[config.mk]
export PLATFORM = sky130hd
export DESIGN_NAME = rx_ovs_funcmod
export DESIGN_NICKNAME = d
export VERILOG_FILES = /design/src/rtl/uart_pkg.sv /design/src/rtl/uart_tick_gen.sv /design/src/rtl/rx_ovs_funcmod.sv
export SDC_FILE = /design/constraint.sdc
export NUM_CORES = 1
export LEC_CHECK = 0
export BUFFER_PORTS_ARGS = -buffer_cell sky130_fd_sc_hd__buf_4
export CAP_MARGIN = 25
export CELL_PAD_IN_SITES_DETAIL_PLACEMENT = 1
export CELL_PAD_IN_SITES_GLOBAL_PLACEMENT = 2
export CORE_ASPECT_RATIO = 1.5
export CORE_MARGIN = 4
export CORE_UTILIZATION = 36
export DETAILED_ROUTE_END_ITERATION = 6
export HOLD_SLACK_MARGIN = 0.08
export PLACE_DENSITY_LB_ADDON = 0.05
export SYNTH_ARGS = -nofsm -noshare
export SYNTH_HDL_FRONTEND = slang
export SYNTH_HIERARCHICAL = 1
export SYNTH_SLANG_ARGS = --single-unit
export TNS_END_PERCENT = 50
[constraint.sdc]
create_clock -name CLOCK -period 2.54 [get_ports CLOCK]
set_input_delay 0.508 -clock CLOCK [delete_from_list [all_inputs] [get_ports CLOCK]]
set_output_delay 0.508 -clock CLOCK [all_outputs]
set_load 0.05 [all_outputs]
[src/rtl/uart_pkg.sv]
// uart_pkg: shared UART state encoding and oversampling constants.
package uart_pkg;
  typedef enum logic [2:0] {IDLE, START, DATA, PARITY, STOP, DONE} state_t;
  localparam int OVS_RATE = 16;
  localparam int DATA_BITS = 8;
  localparam logic [3:0] SMP_A = 4'd7;
  localparam logic [3:0] SMP_B = 4'd8;
  localparam logic [3:0] SMP_C = 4'd9;
  localparam logic [3:0] OVS_LAST = 4'(OVS_RATE - 1);
  localparam logic [2:0] BIT_LAST = 3'(DATA_BITS - 1);
  function automatic logic maj3(input logic a, input logic b, input logic c);
    return (a & b) | (a & c) | (b & c);
  endfunction
endpackage

[src/rtl/uart_tick_gen.sv]
// uart_tick_gen: oversample tick divider, one-cycle oTick every TICK_DIV clocks.
module uart_tick_gen #(
  parameter int TICK_DIV = 27
) (
  input  logic CLOCK,
  input  logic RESET,
  input  logic iClear,
  output logic oTick
);
  localparam int W = TICK_DIV > 1 ? $clog2(TICK_DIV) : 1;
  logic [W-1:0] r_cnt;
  assign oTick = r_cnt == W'(TICK_DIV - 1);
  always_ff @(posedge CLOCK) begin
    if (RESET || iClear) r_cnt <= '0;
    else r_cnt <= oTick ? '0 : r_cnt + 1'b1;
  end
endmodule

[src/rtl/rx_ovs_funcmod.sv]
// rx_ovs_funcmod: 16x oversampled UART receiver with 3-sample majority vote; define RX_PARITY_EN for 8E1 (default 8N1).
module rx_ovs_funcmod
  import uart_pkg::*;
#(
  parameter int TICK_DIV = 27
) (
  input  logic       CLOCK,
  input  logic       RESET,
  input  logic       RXD,
  input  logic       iCall,
  output logic       oDone,
  output logic [7:0] oData,
  output logic       oErr
);
  logic [1:0] r_sync;
  state_t     r_state;
  logic [3:0] r_ovs;
  logic [2:0] r_bit;
  logic [7:0] r_shreg;
  logic       r_sa, r_sb;
  logic       w_rxs, w_tick, w_maj, w_dec, w_bnd, w_perr;

  uart_tick_gen #(.TICK_DIV(TICK_DIV)) u_tick (
    .CLOCK (CLOCK),
    .RESET (RESET),
    .iClear(r_state == IDLE),
    .oTick (w_tick)
  );

  assign w_rxs = r_sync[1];
  assign w_maj = maj3(r_sa, r_sb, w_rxs);
  assign w_dec = w_tick && r_ovs == SMP_C;
  assign w_bnd = w_tick && r_ovs == OVS_LAST;

`ifdef RX_PARITY_EN
  logic r_par;
  localparam state_t AFTER_DATA = PARITY;
  assign w_perr = ^{r_shreg, r_par};
`else
  localparam state_t AFTER_DATA = STOP;
  assign w_perr = 1'b0;
`endif

  always_ff @(posedge CLOCK) begin
    if (RESET) begin
      r_sync  <= 2'b11;
      r_state <= IDLE;
      r_ovs   <= '0;
      r_bit   <= '0;
      r_shreg <= '0;
      r_sa    <= 1'b1;
      r_sb    <= 1'b1;
      oDone   <= 1'b0;
      oData   <= '0;
      oErr    <= 1'b0;
`ifdef RX_PARITY_EN
      r_par   <= 1'b0;
`endif
    end else begin
      r_sync <= {r_sync[0], RXD};
      oDone  <= 1'b0;
      if (w_tick) r_ovs <= r_ovs + 1'b1;
      if (w_tick && r_ovs == SMP_A) r_sa <= w_rxs;
      if (w_tick && r_ovs == SMP_B) r_sb <= w_rxs;
      // Dropping iCall mid-frame abandons it silently; outputs keep the last frame.
      if (r_state inside {START, DATA, PARITY, STOP} && !iCall) r_state <= IDLE;
      else begin
        case (r_state)
          IDLE: if (iCall && !w_rxs) begin
            r_state <= START;
            r_ovs   <= '0;
            r_bit   <= '0;
          end
          START: r_state <= (w_dec && w_maj) ? IDLE : w_bnd ? DATA : START;
          DATA: begin
            if (w_dec) r_shreg <= {w_maj, r_shreg[7:1]};
            if (w_bnd) begin
              r_bit <= r_bit + 1'b1;
              if (r_bit == BIT_LAST) r_state <= AFTER_DATA;
            end
          end
`ifdef RX_PARITY_EN
          PARITY: begin
            if (w_dec) r_par <= w_maj;
            if (w_bnd) r_state <= STOP;
          end
`endif
          // Finish at mid stop bit so a back-to-back start edge is never missed.
          STOP: if (w_dec) begin
            r_state <= DONE;
            oDone   <= 1'b1;
            oData   <= r_shreg;
            oErr    <= ~w_maj | w_perr;
          end
          DONE:    r_state <= IDLE;
          default: r_state <= IDLE;
        endcase
      end
    end
  end
endmodule

==> results of run 1 <==
## layout by cell type, fill, tap and decap left out, types with 3 or more instances in the layout
cell	synthesis	routed
buf_4	3	14
a21oi_1	6	6
nand2_1	7	7
o21ai_0	5	5
nand3_1	7	7
nor2_1	31	31
dfxtp_1	37	37
mux2i_1	18	18
ha_1	7	7
nand4_1	3	3
xor2_1	4	4
inv_1	5	5
clkbuf_8	0	6
## sequential cells by signal, summed over array words and instances (netlist names)
signal        count
oData             8
oErr              1
r_ovs             4
r_sa              1
r_state           3
r_shreg           8
u_tick/r_cnt      5
r_sync            2
oDone             1
r_sb              1
r_bit             3
## area by class of cell
type                            instances  area, um^2  share of cell area, %
Multi-Input combinational cell        118         801                   43.5
Clock buffer                            7        86.3                   4.69
Clock inverter                          1        30.0                   1.63
Sequential cell                        37         741                   40.3
Timing Repair Buffer                   14         105                   5.71
Tap cell                               46        57.6                   3.13
Inverter                                5        18.8                   1.02
## worst max-delay path, stage by stage, from the launching register on
cell     delay, ns
dfxtp_1       0.33
inv_1         0.07
ha_1          0.13
and4b_1       0.41
and4b_1       0.36
nand4_1       0.30
buf_4         0.29
mux2i_1       0.15
nor2_1        0.06
## power by group through the flow
stage / combinational [mW] / sequential [mW] / clock, mW
floorplan: 0.0246 / 0.599 / 0
global placement: 0.0317 / 0.602 / 0
detailed placement: 0.0332 / 0.602 / 0
CTS: 0.0333 / 0.588 / 0.543
global route: 0.0368 / 0.589 / 0.565
finish: 0.0329 / 0.588 / 0.519
## Yosys cell counts, types with 2 or more instances
cell,instances
dfxtp_1,37
nor2_1,31
mux2i_1,18
ha_1,7
nand2_1,7
nand3_1,7
a21oi_1,6
inv_1,5
o21ai_0,5
xor2_1,4
buf_4,3
clkbuf_1,3
nand4_1,3
and3_1,2
and4b_1,2
buf_2,2
or2_2,2
or3_1,2
xnor2_1,2
## worst max path at each step
stage / to / depth (start not counted) / startpoint / slack [ns]
final: oData[6] / 8 / u_tick/r_cnt[0] / 0.31
after global routing: oData[5] / 8 / u_tick/r_cnt[0] / 0.09
after CTS: oData[6] / 8 / u_tick/r_cnt[0] / 0.28
after detailed placement: oData[5] / 8 / u_tick/r_cnt[0] / 0.30
after global placement: oData[6] / 8 / u_tick/r_cnt[0] / 0.39
after floorplan: oData[0] / 9 / u_tick/r_cnt[0] / 0.77
## cell families (layout without fill, tap and decap cells)
| group | after synthesis | in the layout | synth area share (%) |
|---|---|---|---|
| simple gates | 66 | 66 | 21.1 |
| compound gates | 20 | 20 | 8.06 |
| buf+inv | 14 | 27 | 4.57 |
| mux | 18 | 18 | 11.2 |
| flops | 37 | 37 | 45.9 |
| fa+ha+maj | 8 | 8 | 6.04 |
| xor+xnor | 6 | 6 | 3.25 |
## metal layers
| layer | vias to the layer above | wire length, um |
|---|---|---|
| li1 | 602 | - |
| met1 | 579 | 1350 |
| met2 | 19 | 1730 |
| met3 | 6 | 103 |
| met4 | 0 | 53 |
| met5 | - | 0 |
## per-stage QoR
stage	hold slack [ns]	cell area (um^2)	power (mW)	cells	worst slack, ns
2_1_floorplan	0.389	1620	0.624	169	0.765
3_3_place_gp	0.398	1720	0.633	220	0.388
3_5_place_dp	0.403	1720	0.635	220	0.296
4_1_cts	0.393	1840	1.16	228	0.281
5_1_grt	0.391	1840	1.19	228	0.0924
6_report	0.404	1840	1.14	228	0.308
==> impl_metrics.toml, run 1 <==
[clock_network]
postCtsSetupBuffers = 0
postCtsHoldBufs = 0
cts_resized = 0
root_buffer = "clkbuf_8"
htree_num_levels = 2
cts_sinks = 37
insertion_delay_ns = 0.28
cts_tree = "built"
clk_pin_slew_ns = 0.07
numCtsBuffers = 5
cts.path.max_buffers = 2

[global_route]
grt-busiest-layer = "met2"
grtUsageMet1_pct = 13.1
grt_pass1_vias = 1251
antenna_found_initial = 0
grt_util_met2_pct = 22.8
grt_overflow_total = 0
grt_use_total_pct = 12.4
grt_pass1_wl_um = 5660
use_met3_pct = 3.37
grt_max_degree = 31

[routing]
wl_per_cell_um = 14.2
num_vias = 1206
wl_um = 3240
initialDrtViolationCount = 37
first_pass_iters = 4
drc = 0
avgViaCountPerCell = 5.29
ant_nets = 0

[run]
max_cap_violations = 0

[logic_synthesis]
synth_area_leaders = "dfxtp_1 (46%), mux2i_1 (11%), nor2_1 (7.2%)"
yosys.cell_types.count = 40
synth_area_mm2 = 0.00162
syn_area_per_cell_um2 = 9.56
synth_warnings = 6
syn_inst = 169
yosysSeqAreaShare_pct = 45.9
synth_nets = 180
synth_top_area_share_pct = 45.9
synth_top_area_cell = "dfxtp_1"
yosys_register_bits = 37
synth_edf_count = 0
async_reset_ff_share_pct = 0
synthFlopType = "dfxtp_1"

[floorplan]
initial_core_util_pct = 37.7
boundaryPins = 14
core_mm2 = 0.00428
row_count = 29
fp.dieH_um = 90.0
die-area_mm2 = 0.00564
die_w_um = 62.7

[worst_setup_path]
cp-start-kind = "register"
r2r-end = "oData[6]"
worstSetupEndpointType = "register"
r2r-start = "u_tick/r_cnt[0]"
crit_required_ns = 2.70
cp_max_fo = 10
worst-setup-path-type = "reg2reg"
cp.arrival_ns = 2.40
reg2reg_depth = 8
r2r_setup_slack_ns = 0.31

[timing]
min_period_ns = 2.23
fin_setup_tns_ns = 0
relSlewSlack_pct = 69.3
setup_viol = 0
fin_crit_sh_pct = 87.9
rsz0062_at_grt = "no"
finClkSkew_ns = 0.00475
drv_slew = 0
finalHoldViolCount = 0
fmax_ghz = 0.448
tightest_slew_ns = 0.459

[pwr]
internal_power_mw = 0.914
clkPwrFrac_pct = 45.5
p_seq_share_pct = 51.6
ir_drop_v = 0.000294
powerDensity_mw_per_mm2 = 620
swShare_pct = 19.8
p_switching_mw = 0.226
comb_power_share_pct = 2.9
p_leak_nw = 0.830

[final_layout]
finalCoreUtilization_pct = 43.0
layout-drive-gt1-share_pct = 15.9
fillCellCount = 516
diodes = 0
areaGrowthSynthToFinish_pct = 13.9
nets = 192

[place]
port_buffers = 13
dpl.hpwl_um = 2360
gp_congestion = 0.773

[worst_hold_path]
hp-start = "RXD"
holdPathEnd = "r_sync[0]"
hold_class = "in2reg"
whs_path_depth = 2

[status]
outcome = "complete, no violations"
Power figures use the tool's default switching activity.
==> inputs of run 2 (changes only) <==
--- a/config.mk
+++ b/config.mk
@@ -9,7 +9,7 @@
 export CAP_MARGIN = 25
 export CELL_PAD_IN_SITES_DETAIL_PLACEMENT = 1
 export CELL_PAD_IN_SITES_GLOBAL_PLACEMENT = 2
-export CORE_ASPECT_RATIO = 1.5
+export CORE_ASPECT_RATIO = 0.9
 export CORE_MARGIN = 4
 export CORE_UTILIZATION = 36
 export DETAILED_ROUTE_END_ITERATION = 6
==> impl_metrics.toml, run 2 (synthesis results as in run 1) <==
[final_layout]
nets = 192
layout_common_cells = "dfxtp_1 (37), nor2_1 (31), mux2i_1 (18)"
regArea_um2 = 741
final_area_mm2 = 0.00183
layout-drive-gt1-share_pct = 16.0
finalCoreUtilization_pct = 43.5
top_regs = "oData (8), r_shreg (8), u_tick/r_cnt (5)"
diodes = 0
layout_commonest_cell = "dfxtp_1"
fillCellCount = 502
fin_cells = 241
multiInputGateArea_um2 = 801
areaGrowthSynthToFinish_pct = 13.3

[worst_hold_path]
hp-start = "RXD"
whs_path_depth = 2
hold_class = "in2reg"
holdPathEnd = "r_sync[0]"

[run]
max_cap_violations = 0

[worst_setup_path]
reg2reg_depth = 7
worst-setup-path-type = "reg2reg"
cp_max_fo = 10
cp-start-kind = "register"
crit_required_ns = 2.71
cp.arrival_ns = 2.26
crit_start = "u_tick/r_cnt[0]"
r2r-start = "u_tick/r_cnt[0]"
r2r_setup_slack_ns = 0.45
worstSetupEndpointType = "register"
r2r-end = "r_shreg[6]"

[status]
outcome = "complete, no violations"

[routing]
avgViaCountPerCell = 4.96
first_pass_iters = 6
ant_nets = 0
wl_per_cell_um = 13.6
initialDrtViolationCount = 87
num_vias = 1196
drc = 0
wl_um = 3280

[clock_network]
cts_tree = "built"
cts_resized = 0
numCtsBuffers = 5
root_buffer = "clkbuf_8"
insertion_delay_ns = 0.28
cts_sinks = 37
postCtsSetupBuffers = 0
htree_num_levels = 2
postCtsHoldBufs = 0
cts.path.max_buffers = 2
clk_pin_slew_ns = 0.07

[place]
dpl.hpwl_um = 2370
dp_cells = 234
port_buffers = 13
gp_congestion = 0.751
dpl_cell_area_mm2 = 0.00174

[floorplan]
row_count = 22
die_w_um = 78.6
core_mm2 = 0.00421
die-area_mm2 = 0.00562
boundaryPins = 14
initial_core_util_pct = 38.4
fp.dieH_um = 71.5

[pwr]
ir_drop_v = 0.000329
p_leak_nw = 0.815
p_switching_mw = 0.224
internal_power_mw = 0.808
comb_power_share_pct = 3.2
p_seq_share_pct = 57.0
clkPwrFrac_pct = 39.8
powerDensity_mw_per_mm2 = 564
swShare_pct = 21.7

[global_route]
antenna_found_initial = 0
grt_use_total_pct = 13.2
grt_max_degree = 31
grt_pass1_wl_um = 5730
grt_pass1_vias = 1229
grt_overflow_total = 0

[timing]
setup_viol = 0
tightest_slew_ns = 0.456
finClkSkew_ns = 0.00271
rsz0062_at_grt = "no"
relSlewSlack_pct = 69.5
fin_setup_tns_ns = 0
finalHoldViolCount = 0
whs_ns = 0.403
min_period_ns = 2.09
drv_slew = 0
fmax_ghz = 0.478
fin_crit_sh_pct = 82.3
## run 2: cell count changes in the layout (fill, tap and decap cells not counted), sizes merged
cell      before  now
bufinv         1    0
clkbuf         7    6
clkinvlp       0    1
## run 2: worst max path at each step
| stage | end | slack [ns] |
|---|---|---|
| 4_1_cts | r_shreg[4] | 0.41 |
| 3_5_place_dp | r_shreg[4] | 0.43 |
| 6_report | r_shreg[6] | 0.45 |
| 5_1_grt | r_shreg[4] | 0.21 |
| 3_3_place_gp | r_shreg[4] | 0.51 |
| 2_1_floorplan | oData[0] | 0.77 |
## run 2: power by group through the flow
stage	Clock, mW	Combinational [mW]	Sequential (mW)
3_3_place_gp	0	0.0317	0.601
4_1_cts	0.435	0.0335	0.588
5_1_grt	0.460	0.0372	0.589
3_5_place_dp	0	0.0332	0.602
6_report	0.411	0.0327	0.588
2_1_floorplan	0	0.0246	0.599
## run 2: cell type report
| class | count | share of cell area (%) |
|---|---|---|
| clock inverters | 1 | 0.410 |
| clock buffers | 6 | 4.51 |
| multi-input cells | 118 | 43.7 |
| inverters | 5 | 1.03 |
| repair buffers | 14 | 5.74 |
| flip-flops and latches | 37 | 40.5 |
| well taps | 60 | 4.10 |
## run 2: worst max-delay path, stage by stage (launching register included)
cell	delay, ns
dfxtp_1	0.34
inv_1	0.07
ha_1	0.13
and4b_1	0.41
and4b_1	0.37
nand4_2	0.34
mux2i_1	0.26
nor2_1	0.06
## run 2: metal layers
| metal | vias up | global-route usage (%) | part of all wire (%) |
|---|---|---|---|
| met3 | 7 | 4.27 | 3.3 |
| met1 | 567 | 16.6 | 48 |
| met2 | 15 | 20.5 | 47 |
| met5 | - | 0 | 0 |
| met4 | 0 | 5.83 | 1.7 |
| li1 | 607 | - | - |
## run 2: stage by stage
stage / power (mW) / setup WS (ns)
global placement: 0.633 / 0.514
CTS: 1.06 / 0.412
global route: 1.09 / 0.214
detailed placement: 0.635 / 0.434
floorplan: 0.624 / 0.765
finish: 1.03 / 0.449
